### src/rtl/reset_sequencer_mc_if.sv
// rtl/reset_sequencer_mc_if.sv - control/status bundle for reset_sequencer_mc
// LOCK_LOSS_COUNT exists only when RESET_SEQ_EVENT_CNT_EN is defined.
interface reset_sequencer_mc_if #(
  parameter int NUM_CH     = 4,
  parameter int LOCK_WIDTH = 2
);
  logic                  EXT_RESET_N;
  logic [LOCK_WIDTH-1:0] LOCK;
  logic [NUM_CH-1:0]     SOFT_RESET;
  logic                  CLR_FLAGS;
  logic [NUM_CH-1:0]     RESET_N_OUT;
  logic                  INIT_DONE;
  logic [1:0]            SEQ_STATE;
  logic                  LOCK_LOST;
  logic                  LOCK_FAULT;
`ifdef RESET_SEQ_EVENT_CNT_EN
  logic [7:0]            LOCK_LOSS_COUNT;
`endif

  modport master (
    output EXT_RESET_N, LOCK, SOFT_RESET, CLR_FLAGS,
    input  RESET_N_OUT, INIT_DONE, SEQ_STATE, LOCK_LOST, LOCK_FAULT
`ifdef RESET_SEQ_EVENT_CNT_EN
    , input LOCK_LOSS_COUNT
`endif
  );

  modport slave (
    input  EXT_RESET_N, LOCK, SOFT_RESET, CLR_FLAGS,
    output RESET_N_OUT, INIT_DONE, SEQ_STATE, LOCK_LOST, LOCK_FAULT
`ifdef RESET_SEQ_EVENT_CNT_EN
    , output LOCK_LOSS_COUNT
`endif
  );
endinterface

### src/rtl/reset_sequencer_mc.sv
// rtl/reset_sequencer_mc.sv - multi-channel reset sequencer with lock supervision
// Defining RESET_SEQ_EVENT_CNT_EN adds the saturating LOCK_LOSS_COUNT output.
module reset_sequencer_mc #(
  parameter int NUM_CH       = 4,
  parameter int LOCK_WIDTH   = 2,
  parameter int SYNC_STAGES  = 2,
  parameter int MIN_ASSERT   = 16,
  parameter int STEP_DELAY   = 8,
  parameter int LOCK_TIMEOUT = 4096,
  parameter int CNT_W        = 16
) (
  input  logic                 CLK_BASE,
  input  logic                 FAB_RESET,
  reset_sequencer_mc_if.slave  bus
);

  localparam int IDX_W = (NUM_CH > 1) ? $clog2(NUM_CH) : 1;
  localparam logic [IDX_W-1:0] IDX_LAST     = IDX_W'(NUM_CH - 1);
  localparam logic [CNT_W-1:0] ASSERT_LAST  = CNT_W'((MIN_ASSERT >= 2) ? MIN_ASSERT - 2 : 0);
  localparam logic [CNT_W-1:0] STEP_LAST    = CNT_W'(STEP_DELAY - 1);
  localparam logic [CNT_W-1:0] TIMEOUT      = CNT_W'(LOCK_TIMEOUT);
  localparam logic [CNT_W-1:0] TIMEOUT_LAST = CNT_W'(LOCK_TIMEOUT - 1);

  typedef enum logic [1:0] {
    ST_ASSERT    = 2'd0,
    ST_WAIT_LOCK = 2'd1,
    ST_RELEASE   = 2'd2,
    ST_DONE      = 2'd3
  } state_t;

  logic [SYNC_STAGES-1:0] er_sync;
  logic [LOCK_WIDTH-1:0]  lock_sync [SYNC_STAGES];
  logic                   er;
  logic                   lk;

  state_t                 state;
  logic [CNT_W-1:0]       cnt;
  logic [IDX_W-1:0]       idx;
  logic [NUM_CH-1:0]      rst_out;
  logic                   init_done;
  logic                   lock_lost;
  logic                   lock_fault;
  logic [CNT_W-1:0]       soft_cnt [NUM_CH];
`ifdef RESET_SEQ_EVENT_CNT_EN
  logic [7:0]             loss_cnt;
`endif

  always_ff @(posedge CLK_BASE) begin
    if (FAB_RESET) begin
      er_sync <= '0;
      for (int s = 0; s < SYNC_STAGES; s++) lock_sync[s] <= '0;
    end else begin
      er_sync      <= {er_sync[SYNC_STAGES-2:0], bus.EXT_RESET_N};
      lock_sync[0] <= bus.LOCK;
      for (int s = 1; s < SYNC_STAGES; s++) lock_sync[s] <= lock_sync[s-1];
    end
  end

  assign er = er_sync[SYNC_STAGES-1];
  assign lk = &lock_sync[SYNC_STAGES-1];

  always_ff @(posedge CLK_BASE) begin
    if (FAB_RESET) begin
      state      <= ST_ASSERT;
      cnt        <= '0;
      idx        <= '0;
      rst_out    <= '0;
      init_done  <= 1'b0;
      lock_lost  <= 1'b0;
      lock_fault <= 1'b0;
      for (int i = 0; i < NUM_CH; i++) soft_cnt[i] <= '0;
`ifdef RESET_SEQ_EVENT_CNT_EN
      loss_cnt   <= 8'd0;
`endif
    end else begin
      // Clears land first so that a coincident set event further down wins.
      if (bus.CLR_FLAGS) begin
        lock_lost  <= 1'b0;
        lock_fault <= 1'b0;
`ifdef RESET_SEQ_EVENT_CNT_EN
        loss_cnt   <= 8'd0;
`endif
      end

      if (!er || (!lk && (state == ST_RELEASE || state == ST_DONE))) begin
        state     <= ST_ASSERT;
        cnt       <= '0;
        idx       <= '0;
        rst_out   <= '0;
        init_done <= 1'b0;
        for (int i = 0; i < NUM_CH; i++) soft_cnt[i] <= '0;
        if (er) begin
          lock_lost <= 1'b1;
`ifdef RESET_SEQ_EVENT_CNT_EN
          if (bus.CLR_FLAGS)        loss_cnt <= 8'd1;
          else if (loss_cnt != 8'hFF) loss_cnt <= loss_cnt + 8'd1;
`endif
        end
      end else begin
        case (state)
          ST_ASSERT: begin
            rst_out <= '0;
            if (cnt >= ASSERT_LAST) begin
              state <= ST_WAIT_LOCK;
              cnt   <= '0;
            end else begin
              cnt <= cnt + CNT_W'(1);
            end
          end

          ST_WAIT_LOCK: begin
            if (lk) begin
              // The exit edge already counts as the first cycle of release spacing.
              state <= ST_RELEASE;
              cnt   <= CNT_W'(1);
              idx   <= '0;
            end else if (cnt < TIMEOUT) begin
              cnt <= cnt + CNT_W'(1);
              if (cnt == TIMEOUT_LAST) lock_fault <= 1'b1;
            end
          end

          ST_RELEASE: begin
            if (cnt >= STEP_LAST) begin
              rst_out[idx] <= 1'b1;
              cnt          <= '0;
              if (idx == IDX_LAST) begin
                state     <= ST_DONE;
                init_done <= 1'b1;
              end else begin
                idx <= idx + IDX_W'(1);
              end
            end else begin
              cnt <= cnt + CNT_W'(1);
            end
          end

          ST_DONE: begin
            for (int i = 0; i < NUM_CH; i++) begin
              if (bus.SOFT_RESET[i]) begin
                rst_out[i]  <= 1'b0;
                soft_cnt[i] <= '0;
              end else if (!rst_out[i]) begin
                if (soft_cnt[i] >= STEP_LAST) begin
                  rst_out[i]  <= 1'b1;
                  soft_cnt[i] <= '0;
                end else begin
                  soft_cnt[i] <= soft_cnt[i] + CNT_W'(1);
                end
              end
            end
          end

          default: state <= ST_ASSERT;
        endcase
      end
    end
  end

  assign bus.RESET_N_OUT = rst_out;
  assign bus.INIT_DONE   = init_done;
  assign bus.SEQ_STATE   = state;
  assign bus.LOCK_LOST   = lock_lost;
  assign bus.LOCK_FAULT  = lock_fault;
`ifdef RESET_SEQ_EVENT_CNT_EN
  assign bus.LOCK_LOSS_COUNT = loss_cnt;
`endif

endmodule

### src/flat_wrapper.sv
// flat-port wrapper written by rule: the top's interface ports become plain ports
module reset_sequencer_mc_flat 
#(
  parameter int NUM_CH       = 4,
  parameter int LOCK_WIDTH   = 2,
  parameter int SYNC_STAGES  = 2,
  parameter int MIN_ASSERT   = 16,
  parameter int STEP_DELAY   = 8,
  parameter int LOCK_TIMEOUT = 4096,
  parameter int CNT_W        = 16
)
  (CLK_BASE, FAB_RESET, bus_EXT_RESET_N, bus_LOCK, bus_SOFT_RESET, bus_CLR_FLAGS, bus_RESET_N_OUT, bus_INIT_DONE, bus_SEQ_STATE, bus_LOCK_LOST, bus_LOCK_FAULT);
  reset_sequencer_mc_if #(.NUM_CH(NUM_CH), .LOCK_WIDTH(LOCK_WIDTH)) bus_i ();
  input  logic CLK_BASE;
  input  logic FAB_RESET;
  input wire logic [$bits(bus_i.EXT_RESET_N)-1:0] bus_EXT_RESET_N;
  input wire logic [$bits(bus_i.LOCK)-1:0] bus_LOCK;
  input wire logic [$bits(bus_i.SOFT_RESET)-1:0] bus_SOFT_RESET;
  input wire logic [$bits(bus_i.CLR_FLAGS)-1:0] bus_CLR_FLAGS;
  output wire logic [$bits(bus_i.RESET_N_OUT)-1:0] bus_RESET_N_OUT;
  output wire logic [$bits(bus_i.INIT_DONE)-1:0] bus_INIT_DONE;
  output wire logic [$bits(bus_i.SEQ_STATE)-1:0] bus_SEQ_STATE;
  output wire logic [$bits(bus_i.LOCK_LOST)-1:0] bus_LOCK_LOST;
  output wire logic [$bits(bus_i.LOCK_FAULT)-1:0] bus_LOCK_FAULT;
  assign bus_i.EXT_RESET_N = bus_EXT_RESET_N;
  assign bus_i.LOCK = bus_LOCK;
  assign bus_i.SOFT_RESET = bus_SOFT_RESET;
  assign bus_i.CLR_FLAGS = bus_CLR_FLAGS;
  assign bus_RESET_N_OUT = bus_i.RESET_N_OUT;
  assign bus_INIT_DONE = bus_i.INIT_DONE;
  assign bus_SEQ_STATE = bus_i.SEQ_STATE;
  assign bus_LOCK_LOST = bus_i.LOCK_LOST;
  assign bus_LOCK_FAULT = bus_i.LOCK_FAULT;
  reset_sequencer_mc #(.NUM_CH(NUM_CH), .LOCK_WIDTH(LOCK_WIDTH), .SYNC_STAGES(SYNC_STAGES), .MIN_ASSERT(MIN_ASSERT), .STEP_DELAY(STEP_DELAY), .LOCK_TIMEOUT(LOCK_TIMEOUT), .CNT_W(CNT_W)) u_core (.CLK_BASE(CLK_BASE), .FAB_RESET(FAB_RESET), .bus(bus_i));
endmodule
### config.mk
export PLATFORM = sky130hd
export DESIGN_NAME = reset_sequencer_mc_flat
export DESIGN_NICKNAME = d
export VERILOG_FILES = /design/src/rtl/reset_sequencer_mc_if.sv /design/src/rtl/reset_sequencer_mc.sv /design/src/flat_wrapper.sv
export SDC_FILE = /design/constraint.sdc
export NUM_CORES = 1
export LEC_CHECK = 0
export ABC_AREA = 1
export ABC_CLOCK_PERIOD_IN_PS = 2000
export CORE_ASPECT_RATIO = 0.7
export CORE_UTILIZATION = 38
export DETAILED_ROUTE_END_ITERATION = 7
export PLACE_DENSITY_LB_ADDON = 0.1
export SLEW_MARGIN = 5
export SYNTH_ARGS = -nofsm -noshare
export SYNTH_HDL_FRONTEND = slang
export SYNTH_SLANG_ARGS = --single-unit
### constraint.sdc
create_clock -name CLK_BASE -period 2 [get_ports CLK_BASE]
set_input_delay 0.4 -clock CLK_BASE [delete_from_list [all_inputs] [get_ports CLK_BASE]]
set_output_delay 0.4 -clock CLK_BASE [all_outputs]
set_load 0.03 [all_outputs]
=== Word-level counts from Yosys, hierarchy flattened ===
Memory sizes are Yosys's and may differ from the RTL's.
Cells that the tools add are included.

* Output and inout port bits: 9
* Word-level logic and storage cells: 207
* Register bits after elaboration: 29
* Memories: 2
* Memory bits (writable): 68

* $add $sub $neg: 6
* Bitwise gates (word level): 19
* Magnitude comparators: 9
* Reductions and logical operators: 17
* Eq/ne operators: 11
* Multiplexer cells: 135

{| class="wikitable"
|+ Memories
! name !! words !! width !! rd ports !! clocked after memory_dff !! write ports !! line !! source
|-
| u_core.soft_cnt || 4 || 16 || 4 || 0 || 4 || reset_sequencer_mc.sv:43 || <nowiki>logic [CNT_W-1:0] soft_cnt [NUM_CH];</nowiki>
|-
| u_core.lock_sync || 2 || 2 || 2 || 0 || 2 || reset_sequencer_mc.sv:32 || <nowiki>logic [LOCK_WIDTH-1:0] lock_sync [SYNC_STAGES];</nowiki>
|}

{| class="wikitable"
|+ Operators by type and width
! kind !! number
|-
| 16-bit 2-to-1 mux || 20
|-
| 1-bit 2-to-1 mux || 100
|-
| 16-bit by 1-bit adder with 16-bit output, second input constant || 5
|-
| 16-bit by 3-bit >= comparator with 1-bit output, second input constant || 5
|-
| 16-bit case mux with 3 select lines || 1
|-
| 2-bit 2-to-1 mux || 9
|-
| 1-bit OR || 18
|-
| 16-bit by 12-bit == test with 1-bit output, second input constant || 1
|-
| 16-bit by 4-bit >= comparator with 1-bit output, second input constant || 1
|-
| 16-bit by 13-bit < comparator with 1-bit output, second input constant || 1
|-
| 4-bit case mux with 3 select lines || 1
|-
| 2-bit == test, second input constant || 3
|-
| 2-bit inequality test, second input constant || 3
|-
| 2-bit case mux with 3 select lines || 1
|-
| 2-bit AND reduction || 3
|-
| 3-bit nonzero test || 2
|-
| 5-bit AND reduction || 1
|-
| 4-bit 2-to-1 mux || 1
|-
| 2-bit by 1-bit inequality test with 1-bit output, second input constant || 2
|-
| 4-bit OR || 1
|-
| 2-bit case mux with 2 select lines || 1
|-
| 4-bit AND reduction || 1
|-
| 2-bit by 3-bit < comparator with 1-bit output, second input constant || 1
|-
| 3-bit by 1-bit inequality test with 1-bit output, second input constant || 1
|-
| 11 further kinds || 14
|}

=== Depth between registers and ports, before layout ===
Gate-level depths: netlist (run 1).

* Depth in word-level cells: 11
* Depth in mapped cells: 14
* Gate-level depth less buffers: 14

=== Worst setup path before layout (run 1) ===
No wires, ideal clock.

* Path kind: reg-to-reg
* Start point: reg u_core.state[0], in the netlist u_core.bus.SEQ_STATE[0]
* End point: mem u_core.soft_cnt[1][0] (enable)
* Period minus slack after synthesis: 2.455 ns
* Cell stages (with the launch flop): 10
* Data required time: 1.625 ns
* Path slack: -0.455 ns
* Path buffers: 2
* Arrival time: 2.080 ns
* Cells stage by stage: dfxtp_1 inv_1 ha_1 buf_6 o21ai_2 nand2_2 nor2_8 buf_4 o211ai_1 nand3_1

{| class="wikitable"
|+ RTL lines
! element !! line !! source
|-
| from (decl) || reset_sequencer_mc.sv:36 || <nowiki>state_t state;</nowiki>
|-
| from (signal assigned) || reset_sequencer_mc.sv:64 || <nowiki>state <= ST_ASSERT;</nowiki>
|-
| from (signal assigned) || reset_sequencer_mc.sv:86 || <nowiki>state <= ST_ASSERT;</nowiki>
|-
| from (signal assigned) || reset_sequencer_mc.sv:104 || <nowiki>state <= ST_WAIT_LOCK;</nowiki>
|-
| to (decl) || reset_sequencer_mc.sv:43 ||
|}

=== Worst setup path in the final report (run 1) ===
* Start point: reg u_core.rst_out[0], in the netlist u_core.bus.RESET_N_OUT[0]
* End point: out bus_RESET_N_OUT[0]

{| class="wikitable"
|+ RTL lines
! element !! line !! source
|-
| from (decl) || reset_sequencer_mc.sv:39 || <nowiki>logic [NUM_CH-1:0] rst_out;</nowiki>
|-
| from (signal assigned) || reset_sequencer_mc.sv:67 || <nowiki>rst_out <= '0;</nowiki>
|-
| from (signal assigned) || reset_sequencer_mc.sv:89 || <nowiki>rst_out <= '0;</nowiki>
|-
| from (signal assigned) || reset_sequencer_mc.sv:102 || <nowiki>rst_out <= '0;</nowiki>
|-
| to (decl) || flat_wrapper.sv:20 || <nowiki>output wire logic [$bits(bus_i.RESET_N_OUT)-1:0] bus_RESET_N_OUT;</nowiki>
|}

No word-level cell between the ends.

==> results of run 1 <==
stage by stage:
stage	util, %	cells
2_1_floorplan	-	494
3_3_place_gp	45.56	664
3_5_place_dp	45.56	664
4_1_cts	48.78	680
5_1_grt	48.78	680
6_report	48.78	680
routing by layer:
metal	track usage, %	part of all wire (%)
met5	0	0
met4	5.882	1.4
met3	4.265	3.8
met2	20.14	41
met1	21.14	53
worst register-to-register path, delay by kind of cell, from the launching register on:
kind / cells / cell delay (ps)
AO/OA/AOI/OAI: 1 / 170
adder cells (fa/ha/maj): 1 / 250
flip-flops: 1 / 370
AND/OR/NAND/NOR: 4 / 500
buffers and inverters: 2 / 410
worst min path at each step:
stage | from | end | slack (ps) | depth (start not counted)
after floorplan | u_core.er_sync[0] | u_core.er_sync[1] | 390 | 2
after global placement | u_core.lock_sync[0][0] | u_core.lock_sync[0][2] | 400 | 2
after detailed placement | u_core.er_sync[0] | u_core.er_sync[1] | 400 | 2
after CTS | u_core.er_sync[0] | u_core.er_sync[1] | 410 | 2
after global routing | u_core.lock_sync[0][1] | u_core.lock_sync[0][3] | 430 | 2
final | u_core.er_sync[0] | u_core.er_sync[1] | 410 | 2
flip-flops by register name, indices dropped and copies added, names as in the netlist:
name	count
u_core.idx	2
u_core.bus.LOCK_FAULT	1
u_core.er_sync	2
u_core.bus.RESET_N_OUT	4
u_core.cnt	16
u_core.bus.INIT_DONE	1
u_core.soft_cnt	64
u_core.bus.LOCK_LOST	1
u_core.lock_sync	4
u_core.bus.SEQ_STATE	2
where the power goes:
group	switching (mW)	internal (mW)
Combinational	0.0626	0.0458
Clock	0.730	1.22
Sequential	0.0196	2.14
cells in the mapped netlist (all sizes together):
library cell	instances	area (um2)
o22ai	1	6.260
edfxtp	48	1441
or2	3	21.27
ha	14	175.2
o2bb2ai	1	8.760
nand4	8	50.05
buf	6	47.54
nand3	28	160.2
inv	64	240.2
and2	1	6.260
nor3	20	105.1
o21ai	18	97.60
nand3b	1	7.510
conb	1	3.750
nor3b	2	15.01
a21oi	17	85.08
nand2	77	311.5
xnor2	4	35.03
o211ai	2	28.78
nor2	84	349.1
dfxtp	49	980.9
o21a	3	22.52
xor2	7	61.31
cell families (layout without fill, tap and decap cells):
group / after synthesis / count (layout) / share of synthesized area (%)
flip-flops: 97 / 97 / 56.86
AND/OR/NAND/NOR: 224 / 224 / 24.08
AO/OA/AOI/OAI: 42 / 42 / 5.845
buffers and inverters: 70 / 108 / 6.755
adder cells (fa/ha/maj): 14 / 14 / 4.112
other: 1 / 36 / 0.08802
XOR/XNOR: 11 / 11 / 2.261
final cells by class:
class                           count  area [um2]
Timing Repair Buffer               28       280.3
Sequential cell                    97        2427
Tap cell                          148       185.2
Inverter                           64       242.7
Clock inverter                      7       116.4
Fill cell                        1023        5444
Multi-Input combinational cell    327        1707
Clock buffer                        9       225.2
==> impl_metrics.ini, run 1 <==
[placement]
pre_cts_ws_ps = 101.1
detailed_place.area_um2 = 4842
finalWeightedCongestion = 0.8051
io_buffers = 18
dp_hpwl_um = 5550

[setup_path]
crit_type = reg -> out
cell_type_of_the_slowest_stage_on_the_worst_timing_path = sky130_fd_sc_hd__clkdlybuf4s50_1
cp_cell_sequence = clkdlybuf4s50_1
critPathCaptureType = primary output
worst-path-buf-inv = 1
critical_path.startpoint = u_core.bus.RESET_N_OUT[0]
worst-path-max-fanout = 4
crit_arrival_ps = 1490
critical_path.max_stage_delay_ps = 710
worstSetupPathDepth = 1
reg2reg_from = u_core.bus.SEQ_STATE[0]
timing.critical_path.max_delay_family = buffers and inverters
crit-reg2reg-capture = u_core.soft_cnt[0][6]
regToRegSetupSlack_ps = 170
cp.required_ps = 1600
worstRegToRegCells = 8
cp-endpoint = bus_RESET_N_OUT[0]
startpoint_type_of_the_worst_setup_path = register

[logic_synthesis]
mapped_area_um2 = 4260
syn_area_per_cell_um2 = 9.282
synth_cells = 459
ys_ff_latch = 97
post_synth_num_cell_types = 36
synth.yosys.seq_area_share_pct = 56.86
ys_warn_count = 0

[clock_tree]
clockRootBuffer = sky130_fd_sc_hd__clkbuf_16
tritoncts = built
cts_num_sinks = 97
tritoncts.num_buffers = 9
clkLatencyLatePin_ps = 340
cts_buffer_depth = 2
cts.htree.levels = 3
postCtsResizedCells = 0
clk_pin_slew_ps = 60
post-cts-setup-buffer-count = 0
hold_bufs_at_cts = 0

[die]
initial_utilization_pct = 40.09
io-pin-count = 19
die_width_um = 128.6
dieArea_um2 = 11650
core_area_um2 = 10630
die_height_um = 90.59
placementRows = 31

[timing]
finClkSkew_ps = 5.246
timing.final.crit_period_ps = 1890
timing_hold_violations_final = 0
hold_ws_ps = 405.1
slew_violations = 0
finalSetupViolations = 0
fin_crit_sh_pct = 94.51
setup-tns-final_ps = 0
rsz0062_at_grt = false
final.setup.worst_slack_ps = 109.7
maximum_clock_frequency_mhz = 529.0

[power]
vdd.ir_drop.worst_mv = 0.4135
power-per-cell-area_nw_per_um2 = 814.3
leakagePower_nw = 2.111
post_layout_total_power_mw = 4.221

[status]
outcome = completed

[global_route]
antenna_violations_before_repair = 0
grt_first_pass_wirelength_um = 12880
grt_start_max_net_pins = 17
grt_pass1_vias = 2722
grt_usage_pct = 14.61
globalRouteOverflowTotal = 0

[detailed_routing]
num_vias = 2976
vias_per_cell = 4.376
drt-pass1-iter-count = 4
average_wire_per_standard_cell_um = 11.19
ant_nets = 0
post_route_drc = 0
wl_um = 7607
dr.first_iter.drc_count = 161

[cells_and_area]
fin_area_um2 = 5184
layout-drive-gt1-share_pct = 9.962
layout.cells.most_common_list = sky130_fd_sc_hd__nor2_1 (80), sky130_fd_sc_hd__nand2_1 (72), sky130_fd_sc_hd__inv_1 (60)
nets = 551
final_common_cell = sky130_fd_sc_hd__nor2_1
area_growth_syn_to_layout_pct = 21.67
antenna_cells_inserted = 0

[flow_run]
drv.max_cap_violation_count = 0

[worst_hold_path]
worstHoldPathType = reg -> reg
Power figures use the tool's default switching activity.
==> run 2, diff against run 1 <==
--- a/config.mk
+++ b/config.mk
@@ -15,3 +15,4 @@
 export SYNTH_ARGS = -nofsm -noshare
 export SYNTH_HDL_FRONTEND = slang
 export SYNTH_SLANG_ARGS = --single-unit
+export TNS_END_PERCENT = 20
==> results of run 2 <==
Same layout as run 1: the final DEF is identical, and so are final timing and power.
==> run 3, diff against run 2 <==
--- a/config.mk
+++ b/config.mk
@@ -8,7 +8,7 @@
 export ABC_AREA = 1
 export ABC_CLOCK_PERIOD_IN_PS = 2000
 export CORE_ASPECT_RATIO = 0.7
-export CORE_UTILIZATION = 38
+export CORE_UTILIZATION = 54
 export DETAILED_ROUTE_END_ITERATION = 7
 export PLACE_DENSITY_LB_ADDON = 0.1
 export SLEW_MARGIN = 5
==> run 3 against run 2 <==
  * Flip-flop and latch count stayed put
  * Highest routed layer unchanged
  * Power shrank 19%
  * Worst hold slack better by 3.7 ps
  * Combinational power is essentially flat
  * Utilization rose by 17 points
  * Critical path depth unchanged
  * Cell count fell by 7.8%
  * Register-to-register slack better by 40 ps
  * Routed wire length is 4.3% lower
  * Clock-buffer cell count unchanged
  * Cell area decreased by 4.8%
  * Largest cell class unchanged
  * Clock power is 40% lower
==> impl_metrics.ini, run 3 (synthesis results as in run 1) <==
[status]
outcome = completed

[placement]
dp_hpwl_um = 5378
io_buffers = 18
pre_cts_ws_ps = 123.5
finalWeightedCongestion = 0.8078
place.detailed.instances = 612

[clock_tree]
cts.htree.levels = 3
cts_num_sinks = 97
cts_buffer_depth = 2
hold_bufs_at_cts = 0
post-cts-setup-buffer-count = 0
tritoncts.num_buffers = 9
tritoncts = built
clk_pin_slew_ps = 90
clkLatencyLatePin_ps = 370
postCtsResizedCells = 0
clockRootBuffer = sky130_fd_sc_hd__clkbuf_8

[worst_hold_path]
worstHoldPathType = reg -> reg

[timing]
final.setup.worst_slack_ps = 90.48
setup-tns-final_ps = 0
timing.final.crit_period_ps = 1910
slew_violations = 0
rsz0062_at_grt = false
finClkSkew_ps = 11.57
fin_crit_sh_pct = 95.48
maximum_clock_frequency_mhz = 523.7
finalSetupViolations = 0
timing_hold_violations_final = 0

[setup_path]
crit_type = reg -> out
cp_cell_sequence = clkdlybuf4s50_1
timing.critical_path.max_delay_family = buffers and inverters
critPathCaptureType = primary output
worst-path-buf-inv = 1
startpoint_type_of_the_worst_setup_path = register
cp.required_ps = 1600
crit_arrival_ps = 1510
regToRegSetupSlack_ps = 210
worst-path-max-fanout = 4
cell_type_of_the_slowest_stage_on_the_worst_timing_path = sky130_fd_sc_hd__clkdlybuf4s50_1
critical_path.max_stage_delay_ps = 710

[detailed_routing]
num_vias = 2980
met3WireLength_um = 209
met1_length_um = 3779
drt-pass1-iter-count = 4
average_wire_per_standard_cell_um = 11.61
routed-wl-met2_um = 3197
ant_nets = 0
vias_per_cell = 4.753
wl_um = 7279
dr.first_iter.drc_count = 100
maxUsedRoutingLayer = met4
post_route_drc = 0

[cells_and_area]
largest_register = u_core.soft_cnt
largest_reg_flops = 64
layout-drive-gt1-share_pct = 9.641
antenna_cells_inserted = 0
final_common_cell = sky130_fd_sc_hd__nor2_1
area_growth_syn_to_layout_pct = 15.89
layout_top_registers = u_core.soft_cnt x64, u_core.cnt x16
fillCellCount = 646
multiInputGateArea_um2 = 1707
final_cell_count_no_fill = 627
regArea_um2 = 2427
layout.cells.most_common_list = sky130_fd_sc_hd__nor2_1 (80), sky130_fd_sc_hd__nand2_1 (72), sky130_fd_sc_hd__inv_1 (60)
nets = 549

[die]
io-pin-count = 19
die_height_um = 76.32
die_width_um = 108.2
dieArea_um2 = 8255
initial_utilization_pct = 57.19
core_area_um2 = 7450
placementRows = 26

[global_route]
globalRouteOverflowTotal = 0
grt_pass1_vias = 2870
grt_first_pass_wirelength_um = 12890
grt_start_max_net_pins = 18
grt_usage_pct = 20.22
antenna_violations_before_repair = 0

[power]
post_layout_total_power_mw = 3.435
leakagePower_nw = 2.018
power-per-cell-area_nw_per_um2 = 695.8
vdd.ir_drop.worst_mv = 0.3640

[flow_run]
drv.max_cap_violation_count = 0
[run 3: cell count changes in the layout (fill, tap and decap cells not counted), moves of 2 or more]
cell,delta
sky130_fd_sc_hd__clkbuf_16,-9
sky130_fd_sc_hd__clkbuf_8,+9
sky130_fd_sc_hd__bufinv_16,-3
sky130_fd_sc_hd__buf_4,-2
sky130_fd_sc_hd__clkinvlp_4,+2
[run 3: path summary, 6_finish.rpt]
kind                              from                      to  depth (start not counted)
max reg2reg    u_core.bus.SEQ_STATE[0]   u_core.soft_cnt[2][6]                          7
max          u_core.bus.RESET_N_OUT[0]      bus_RESET_N_OUT[0]                          1
min reg2reg     u_core.lock_sync[0][1]  u_core.lock_sync[0][3]                          2
min             u_core.lock_sync[0][1]  u_core.lock_sync[0][3]                          2
[run 3: metrics by stage]
stage | hold slack [ps] | util, % | area (um2)
2_1_floorplan | 388.3 | - | 4424
3_3_place_gp | 391.9 | 63.96 | 4765
3_5_place_dp | 396.0 | 63.96 | 4765
4_1_cts | 408.4 | 66.27 | 4937
6_report | 408.8 | 66.27 | 4937
5_1_grt | 435.5 | 66.27 | 4937
[run 3: cell type report]
type / count / area share [%]
clock buffer: 9 / 2.509
multi-input combinational: 327 / 34.57
sequential: 97 / 49.16
timing repair buffer: 26 / 5.373
inverter: 64 / 4.916
tap: 98 / 2.484
clock inverter: 6 / 0.9883
[run 3: metal layers]
| layer | vias up | GRT usage [%] |
|---|---|---|
| li1 | 1590 | - |
| met1 | 1350 | 28.25 |
| met2 | 32 | 30.00 |
| met3 | 8 | 5.731 |
| met4 | 0 | 7.123 |
| met5 | - | 0 |
[run 3: power by group]
| part | internal [mW] | leakage [nW] | switching [mW] |
|---|---|---|---|
| Sequential | 2.14 | 0.919 | 0.0199 |
| Combinational | 0.0458 | 1.02 | 0.0627 |
| Clock | 0.459 | 0.0802 | 0.707 |
| Total | 2.65 | 2.02 | 0.790 |
